## src/rtl/fifo_rd_ctrl_pkg.sv

```systemverilog
// Shared definitions for the FIFO read-side controller: FSM state codes and FIFO depth.
package fifo_rd_ctrl_pkg;

  localparam int unsigned FIFO_DEPTH = 8;

  typedef enum logic [2:0] {
    IDLE  = 3'b000,
    ISSUE = 3'b001,
    WAIT  = 3'b010,
    DRAIN = 3'b011,
    DONE  = 3'b100
  } state_t;

endpackage

```

## src/rtl/fifo_rd_ctrl_out.sv

```systemverilog
// Decodes the controller state into busy/done status and the gated FIFO read request.
module fifo_rd_ctrl_out
  import fifo_rd_ctrl_pkg::*;
(
  input  state_t state,
  input  logic   reset,
  input  logic   empty,
  input  logic   m_valid,
  input  logic   m_ready,
  output logic   busy,
  output logic   done,
  output logic   rd_en
);

  always_comb begin
    busy  = (state != IDLE);
    done  = (state == DONE);
    // Only read when the FIFO has data and the output slot is free or draining this cycle.
    rd_en = !reset && (state == ISSUE) && !empty && (!m_valid || m_ready);
  end

endmodule

```

## src/rtl/fifo_rd_ctrl.sv

```systemverilog
// Read-side burst initiator: pulls N words from the FIFO, retries on rd_err, streams them out.
module fifo_rd_ctrl
  import fifo_rd_ctrl_pkg::*;
#(
  parameter int unsigned DATA_WIDTH = 32,
  parameter int unsigned LEN_WIDTH  = 4,
  parameter int unsigned ERR_WIDTH  = 8
) (
  input  logic                  clk,
  input  logic                  reset,
  input  logic                  start,
  input  logic [LEN_WIDTH-1:0]  burst_len,
  output logic                  busy,
  output logic                  done,
  output logic                  rd_en,
  input  logic                  rd_ack,
  input  logic                  rd_err,
  input  logic [DATA_WIDTH-1:0] rd_dout,
  input  logic                  empty,
  output logic [DATA_WIDTH-1:0] m_data,
  output logic                  m_valid,
  input  logic                  m_ready,
  output logic [ERR_WIDTH-1:0]  err_cnt
);

  state_t               state;
  logic [LEN_WIDTH-1:0] remaining;

  fifo_rd_ctrl_out u_out (
    .state   (state),
    .reset   (reset),
    .empty   (empty),
    .m_valid (m_valid),
    .m_ready (m_ready),
    .busy    (busy),
    .done    (done),
    .rd_en   (rd_en)
  );

  always_ff @(posedge clk) begin
    if (reset) begin
      state     <= IDLE;
      remaining <= '0;
      m_valid   <= 1'b0;
      m_data    <= '0;
      err_cnt   <= '0;
    end else begin
      if (m_valid && m_ready)
        m_valid <= 1'b0;

      case (state)
        IDLE: begin
          if (start) begin
            if (burst_len != '0) begin
              remaining <= burst_len;
              state     <= ISSUE;
            end else begin
              state <= DONE;
            end
          end
        end
        ISSUE: begin
          if (rd_en)
            state <= WAIT;
        end
        WAIT: begin
          // A missing response is treated like rd_err; rd_ack wins if both are set.
          if (rd_ack) begin
            m_data    <= rd_dout;
            m_valid   <= 1'b1;
            remaining <= remaining - LEN_WIDTH'(1);
            state     <= (remaining == LEN_WIDTH'(1)) ? DRAIN : ISSUE;
          end else begin
            if (err_cnt != '1)
              err_cnt <= err_cnt + ERR_WIDTH'(1);
            state <= ISSUE;
          end
        end
        DRAIN: begin
          if (m_valid && m_ready)
            state <= DONE;
        end
        DONE:    state <= IDLE;
        default: state <= IDLE;
      endcase
    end
  end

endmodule

```

## config.mk

```make
export PLATFORM = sky130hd
export DESIGN_NAME = fifo_rd_ctrl
export DESIGN_NICKNAME = d
export VERILOG_FILES = /design/src/rtl/fifo_rd_ctrl_pkg.sv /design/src/rtl/fifo_rd_ctrl_out.sv /design/src/rtl/fifo_rd_ctrl.sv
export SDC_FILE = /design/constraint.sdc
export NUM_CORES = 1
export LEC_CHECK = 0
export ABC_AREA = 1
export BUFFER_PORTS_ARGS = -buffer_cell sky130_fd_sc_hd__buf_2
export CAP_MARGIN = 20
export CORE_ASPECT_RATIO = 0.9
export CORE_MARGIN = 2
export CORE_UTILIZATION = 30
export CTS_CLUSTER_SIZE = 24
export DETAILED_ROUTE_END_ITERATION = 8
export HOLD_SLACK_MARGIN = 0.06
export SLEW_MARGIN = 5
export SYNTH_ARGS = -nofsm -noshare
export SYNTH_HDL_FRONTEND = slang
export SYNTH_HIERARCHICAL = 1
export SYNTH_SLANG_ARGS = --single-unit
```

## constraint.sdc

```tcl
create_clock -name clk -period 3.5 [get_ports clk]
set_input_delay 0 -clock clk [delete_from_list [all_inputs] [get_ports clk]]
set_output_delay 0 -clock clk [all_outputs]
set_load 0.02 [all_outputs]
```

==> flow_metrics.py, run 1 <==
metrics = {
    "status": {
        "status": "completed",
    },
    "clock_tree": {
        "clk-insertion-delay-late_ns": 0.29,
        "cts_tree": "built",
        "ctsResizeCount": 0,
        "numCtsBuffers": 5,
        "cts_root_buffer": "clkbuf_8",
        "clockBufferDepth": 2,
        "clk_pin_slew_ns": 0.09,
        "clock-sinks": 48,
        "cts_max_level": 2,
    },
    "synth": {
        "netlist_area_um2": 2130,
        "synth.distinct_cells": 23,
        "yosysSeqAreaShare": 0.451,
        "yosys_warnings": 6,
        "syn-num-nets": 345,
        "ys_ff_latch": 48,
        "syn_inst": 299,
        "syn_avg_cell_area_um2": 7.12,
    },
    "worst_setup_path": {
        "worstSetupEndpointType": "register",
        "path_cells": "nand3_2 -> o21ai_0 -> nand2_1 -> a21oi_1",
        "cp-start-kind": "register",
        "critical_path_required_ns": 3.72,
        "crit_family": "simple AND/OR/NAND/NOR gates",
        "critPathMaxStageDelay_ns": 0.62,
        "crit_type": "register to register",
        "cpMaxStageDelayCell": "nand3_2",
        "rrSetupSlack_ns": 1.65,
        "cp.arrival_ns": 2.07,
        "crit_buf_inv": 0,
        "critPathMaxFanout": 34,
    },
    "pwr": {
        "p_int_mw": 0.943,
        "powerDensity_nw_per_um2": 488,
        "seqPwrFrac": 0.448,
        "p_sw_mw": 0.536,
        "power_frac_clock": 0.230,
        "leakage_nw": 1.37,
        "vdd_ir_drop_max_mv": 0.245,
        "combPwrFrac": 0.322,
        "swShare": 0.362,
        "p_total_mw": 1.48,
    },
    "layout": {
        "area_delta_synth_final_pct": 42.3,
        "final_area_um2": 3030,
        "antennaDiodeCount": 0,
        "drive_gt1_frac": 0.251,
        "nets": 456,
    },
    "drt": {
        "drtIter0Drc": 119,
        "drt-total-wl_um": 5640,
        "drt-pass1-iter-count": 4,
        "ant_nets": 0,
        "routed_via_density": 4.56,
        "vias": 2299,
        "drc": 0,
        "wl_per_cell_um": 11.2,
    },
    "floorplanning": {
        "dieArea_um2": 7790,
        "die_height_um": 83.9,
        "start_util": 0.305,
        "rows": 29,
        "core_um2": 6970,
        "num_io_pins": 87,
        "die-width_um": 92.8,
    },
    "sta": {
        "timing.hold.ws_ns": 0.0596,
        "fin_crit_sh": 0.527,
        "drv_slew": 0,
        "setup-tns-final_ns": 0,
        "fmax_ghz": 0.542,
        "grt_setup_unrepaired": "no",
        "period_minus_slack_ns": 1.85,
        "setup_violations": 0,
        "slew_headroom": 0.483,
        "tightest_slew_ns": 0.775,
        "finalHoldViolCount": 0,
        "finClkSkew_ns": 0.00857,
    },
    "placement": {
        "placed_area_um2": 2610,
        "dp_hpwl_um": 3540,
        "io_buffers": 85,
        "routabilityCongestion": 0.737,
    },
    "grt": {
        "antenna_found_initial": 0,
        "grt_usage": 0.144,
        "grt_overflow_total": 0,
        "grt_pass1_wl_um": 9230,
        "grt_pass1_vias": 2087,
        "grt_max_degree": 41,
    },
    "flow_run": {
        "maxCapViolations": 0,
    },
    "min_path": {
        "hold_class": "input pin to register",
    },
}
[flip-flops by register name, summed over array words and instances (netlist names)]
signal and flops:
state 3, m_data 32, m_valid 1, err_cnt 8, remaining 4
[through the flow]
step / util / std cells / setup WS (ns)
final: 0.435 / 504 / 1.65
after global routing: 0.435 / 504 / 1.46
after CTS: 0.435 / 504 / 1.65
after detailed placement: 0.374 / 463 / 1.61
after global placement: 0.374 / 463 / 1.59
after floorplan: - / 299 / 2.03
[path summary, 6_finish.rpt]
| check | depth (start not counted) | from | endpoint |
|---|---|---|---|
| setup / recovery | 4 | state[1]$_SDFFE_PP0P_ | state[1]$_SDFFE_PP0P_ |
| hold / removal | 5 | burst_len[3] | remaining[3]$_SDFFE_PP0P_ |
| setup reg to reg | 4 | state[1]$_SDFFE_PP0P_ | state[1]$_SDFFE_PP0P_ |
| hold reg to reg | 2 | m_data[27]$_SDFFE_PP0P_ | m_data[27]$_SDFFE_PP0P_ |
[metal layers]
layer  vias up  track usage  part of all wire
met5         -            0                 0
met4         0       0.0321            0.0064
met3         5       0.0407             0.075
met2        76        0.250              0.46
met1      1022        0.177              0.46
li1       1196            -                 -
[worst min-delay path: cells and delay by family]
kind / cells / cell delay [ns]
and+or+nand+nor: 4 / 0.23
buffers and inverters: 1 / 0.09
[layout by cell type (no fill, tap or decap), drive strengths merged]
master	netlist	final
nand2	81	81
nand3	42	42
buf	7	85
a31oi	1	1
dfxtp	48	48
xor2	4	4
o21ai	7	7
nor3	4	4
inv	20	20
dlygate4sd3	0	33
clkbuf	7	6
clkinv	1	3
ha	3	3
nand3b	1	1
nor2	31	31
a21oi	42	42
[layout make-up]
class | count | area (um^2)
fillers | 726 | 3940
well taps | 93 | 116
clock buffers | 6 | 82.6
repair buffers | 118 | 756
inverters | 21 | 78.8
multi-input cells | 216 | 1020
clock inverters | 2 | 10.0
flip-flops and latches | 48 | 961
[timing repair]
item / 4_1_cts / 5_1_grt
buffers inserted: 0 / 0
endpoints found under the hold margin: 34 / 0
hold buffers: 33 / 0
[cells in the mapped netlist]
cell type | n | area, um^2
inv_2 | 2 | 7.51
a31oi_1 | 1 | 6.26
nand3_1 | 41 | 205
a21oi_1 | 41 | 205
buf_1 | 3 | 11.3
nand2_1 | 79 | 297
nor2_2 | 2 | 12.5
dfxtp_1 | 48 | 961
clkinv_1 | 1 | 3.75
buf_4 | 3 | 22.5
a21oi_4 | 1 | 16.3
xor2_1 | 4 | 35.0
o21ai_0 | 7 | 35.0
nor3_1 | 4 | 20.0
inv_1 | 18 | 67.6
nand3b_1 | 1 | 7.51
nand2_2 | 2 | 12.5
ha_1 | 3 | 37.5
clkbuf_1 | 7 | 26.3
nor2_4 | 2 | 22.5
nand3_2 | 1 | 10.0
nor2_1 | 27 | 101
buf_2 | 1 | 5.00
[power by group through the flow]
| stage | logic, mW | registers [mW] | clock network [mW] |
|---|---|---|---|
| floorplan | 0.312 | 0.696 | 0 |
| global placement | 0.440 | 0.675 | 0 |
| detailed placement | 0.450 | 0.674 | 0 |
| CTS | 0.479 | 0.663 | 0.359 |
| global route | 0.546 | 0.674 | 0.376 |
| finish | 0.476 | 0.663 | 0.340 |
[cell families (layout without fill, tap and decap cells)]
group | Yosys count | count (layout) | synth area share
adder cells (fa/ha/maj) | 3 | 3 | 0.0176
AND/OR/NAND/NOR | 159 | 159 | 0.323
buffers and inverters | 35 | 147 | 0.0676
XOR/XNOR | 4 | 4 | 0.0165
AO/OA/AOI/OAI | 50 | 50 | 0.123
flip-flops | 48 | 48 | 0.451
Power figures use the tool's default switching activity.
==> run 2: changes to the inputs <==
Settings changed: ABC_AREA 1 to 0.
Clock period 3.5 ns to 1.9 ns, I/O delays scaled along.
==> run 2 against run 1 <==
  * Clock power grew 130%
  * Final area fell by 0.37%
  * Non-clock buffer count is 12 higher
  * Sequential share of layout area rose by 0.12 points
  * Largest cell class is now sequential cells
  * Largest power group unchanged
==> flow_metrics.py, run 2 <==
metrics = {
    "status": {
        "status": "completed",
    },
    "sta": {
        "slew_headroom": 0.654,
        "timing.hold.ws_ns": 0.101,
        "drv_slew": 0,
        "grt_setup_unrepaired": "no",
        "fin_crit_sh": 0.871,
        "period_minus_slack_ns": 1.65,
        "tightest_slew_ns": 0.519,
        "setup_violations": 0,
        "setup-tns-final_ns": 0,
        "fmax_ghz": 0.604,
        "finalHoldViolCount": 0,
        "finClkSkew_ns": 0.00923,
    },
    "synth": {
        "synth.area.top_cells": "dfxtp_1 48%, nand2_1 14%, a21oi_1 11%",
        "synth.top_cell.area_share": 0.480,
        "yosys-top-cells-count": "72 x nand2_1, 48 x dfxtp_1, 42 x a21oi_1",
        "synth_top_flop_cell": "dfxtp_1",
        "synth_simple_gate_area_frac": 0.263,
        "yosysSeqAreaShare": 0.480,
        "ys_ff_latch": 48,
        "netlist_area_um2": 2000,
        "synth_xor_area_frac": 0.00438,
        "async_reset_ff_frac": 0,
        "syn-num-nets": 293,
        "synth_fa_ha_area_frac": 0.0188,
        "synth_edf_count": 0,
        "synth_most_common_cell": "nand2_1",
        "synth_top_family_by_area": "simple AND/OR/NAND/NOR gates",
        "synthMuxAreaShare": 0.0100,
        "yosysTopAreaCell": "dfxtp_1",
        "syn_avg_cell_area_um2": 8.10,
        "synth.distinct_cells": 36,
        "synth_compound_gate_area_share": 0.179,
        "syn_inst": 247,
        "yosys_warnings": 6,
    },
    "pwr": {
        "leakage_nw": 1.27,
        "vdd_ir_drop_max_mv": 0.398,
        "powerDensity_nw_per_um2": 660,
        "p_total_mw": 1.99,
    },
    "grt": {
        "grt_util_met1": 0.180,
        "grt.busiest_layer": "met2",
        "grt_max_degree": 49,
        "grt_use_met2": 0.250,
        "antenna_found_initial": 0,
        "grt_overflow_total": 0,
        "use_met3": 0.0385,
        "grt_usage": 0.144,
        "grt_pass1_wl_um": 8740,
        "grt_pass1_vias": 1966,
    },
    "min_path": {
        "hold_class": "input pin to register",
        "holdPathEnd": "remaining[0]$_SDFFE_PP0P_",
        "hp-start": "burst_len[0]",
        "worst_hold_path.num_cells": 4,
    },
    "clock_tree": {
        "cts_tree": "built",
        "clockBufferDepth": 2,
        "clk-insertion-delay-late_ns": 0.29,
        "holdBufCountCts": 36,
        "clk_pin_slew_ns": 0.09,
        "numCtsBuffers": 5,
        "cts_root_buffer": "clkbuf_8",
        "ctsResizeCount": 0,
        "postCtsSetupRepairBufs": 0,
        "clock-sinks": 48,
        "cts_max_level": 2,
    },
    "flow_run": {
        "maxCapViolations": 0,
    },
    "worst_setup_path": {
        "critPathMaxStageDelay_ns": 0.47,
        "cp.arrival_ns": 1.88,
        "path_cells": "ha_1 -> nand2_1 -> o311ai_2 -> buf_4 -> or4_1 -> a21oi_1",
        "r2r-start": "err_cnt[0]$_SDFFE_PP0P_",
        "crit_type": "register to register",
        "rrSetupSlack_ns": 0.25,
        "cpMaxStageDelayCell": "or4_1",
        "crit_buf_inv": 1,
        "crit_family": "simple AND/OR/NAND/NOR gates",
        "timing.rr.end": "err_cnt[7]$_SDFFE_PP0P_",
        "cp-start-kind": "register",
        "critPathMaxFanout": 12,
        "worst_r2r_path_depth": 6,
        "worstSetupEndpointType": "register",
        "critical_path_required_ns": 2.12,
    },
    "placement": {
        "io_buffers": 85,
        "routabilityCongestion": 0.749,
        "placed_area_um2": 2530,
        "dp_hpwl_um": 3380,
    },
    "drt": {
        "drt-total-wl_um": 5350,
        "drc": 0,
        "vias": 2098,
        "wl_per_cell_um": 11.6,
        "drt-pass1-iter-count": 4,
        "drtIter0Drc": 53,
        "ant_nets": 0,
        "routed_via_density": 4.56,
    },
    "layout": {
        "final_area_um2": 3020,
        "nets": 415,
        "mostFrequentLayoutCells": "85 x buf_2, 72 x nand2_1, 48 x dfxtp_1",
        "largest_reg_flops": 32,
        "nFillCells": 653,
        "area_delta_synth_final_pct": 50.8,
        "antennaDiodeCount": 0,
        "largestRegisters": "m_data: 32 flops, err_cnt: 8 flops, remaining: 4 flops",
        "final_common_cell": "buf_2",
        "drive_gt1_frac": 0.295,
        "regMostFlops": "m_data",
        "final_util": 0.463,
    },
    "floorplanning": {
        "dieArea_um2": 7340,
        "die_height_um": 81.5,
        "start_util": 0.307,
        "core_um2": 6520,
        "die-width_um": 90.1,
        "num_io_pins": 87,
        "rows": 28,
    },
}
## run 2: logic make-up after synthesis
kind of cell	after synthesis
AO/OA/AOI/OAI	62
flip-flops	48
AND/OR/NAND/NOR	111
adder cells (fa/ha/maj)	3
multiplexers	2
XOR/XNOR	1
buffers and inverters	20
## run 2: worst max-delay path by stage
stage / slack, ns / end / start / depth (start not counted)
floorplan: 0.28 / err_cnt[6]$_SDFFE_PP0P_ / state[0]$_SDFFE_PP0P_ / 5
global placement: 0.28 / err_cnt[7]$_SDFFE_PP0P_ / err_cnt[0]$_SDFFE_PP0P_ / 6
detailed placement: 0.26 / err_cnt[7]$_SDFFE_PP0P_ / err_cnt[0]$_SDFFE_PP0P_ / 6
CTS: 0.23 / remaining[0]$_SDFFE_PP0P_ / state[0]$_SDFFE_PP0P_ / 5
global route: 0.09 / remaining[1]$_SDFFE_PP0P_ / state[0]$_SDFFE_PP0P_ / 5
finish: 0.25 / err_cnt[7]$_SDFFE_PP0P_ / err_cnt[0]$_SDFFE_PP0P_ / 6
## run 2: through the flow
| step | cells | setup slack [ns] |
|---|---|---|
| 6_report | 460 | 0.245 |
| 5_1_grt | 460 | 0.0921 |
| 4_1_cts | 460 | 0.233 |
| 3_5_place_dp | 416 | 0.257 |
| 3_3_place_gp | 416 | 0.285 |
| 2_1_floorplan | 247 | 0.277 |
## run 2: layout make-up
class	count	area, um^2	share of cell area
Timing Repair Buffer	130	853	0.283
Tap cell	90	113	0.0373
Clock buffer	6	82.6	0.0274
Clock inverter	2	38.8	0.0129
Inverter	5	18.8	0.00622
Multi-Input combinational cell	179	950	0.315
Sequential cell	48	961	0.319
## run 2: worst register-to-register path, stage by stage (launching register included)
cell and delay (ns):
dfxtp_1 0.35, ha_1 0.23, nand2_1 0.12, o311ai_2 0.09
buf_4 0.19, or4_1 0.47, a21oi_1 0.14
## run 2: routing by layer
layer  vias up  routed length (um)
met4         0                  29
met3         4                 305
met1       947                2540
met5         -                   0
met2        63                2480
li1       1084                   -
## run 2: power by group
part / total [mW] / switching, mW / internal, mW
Clock: 0.771 / 0.340 / 0.431
Sequential: 1.03 / 0.0106 / 1.02
Combinational: 0.195 / 0.0816 / 0.113
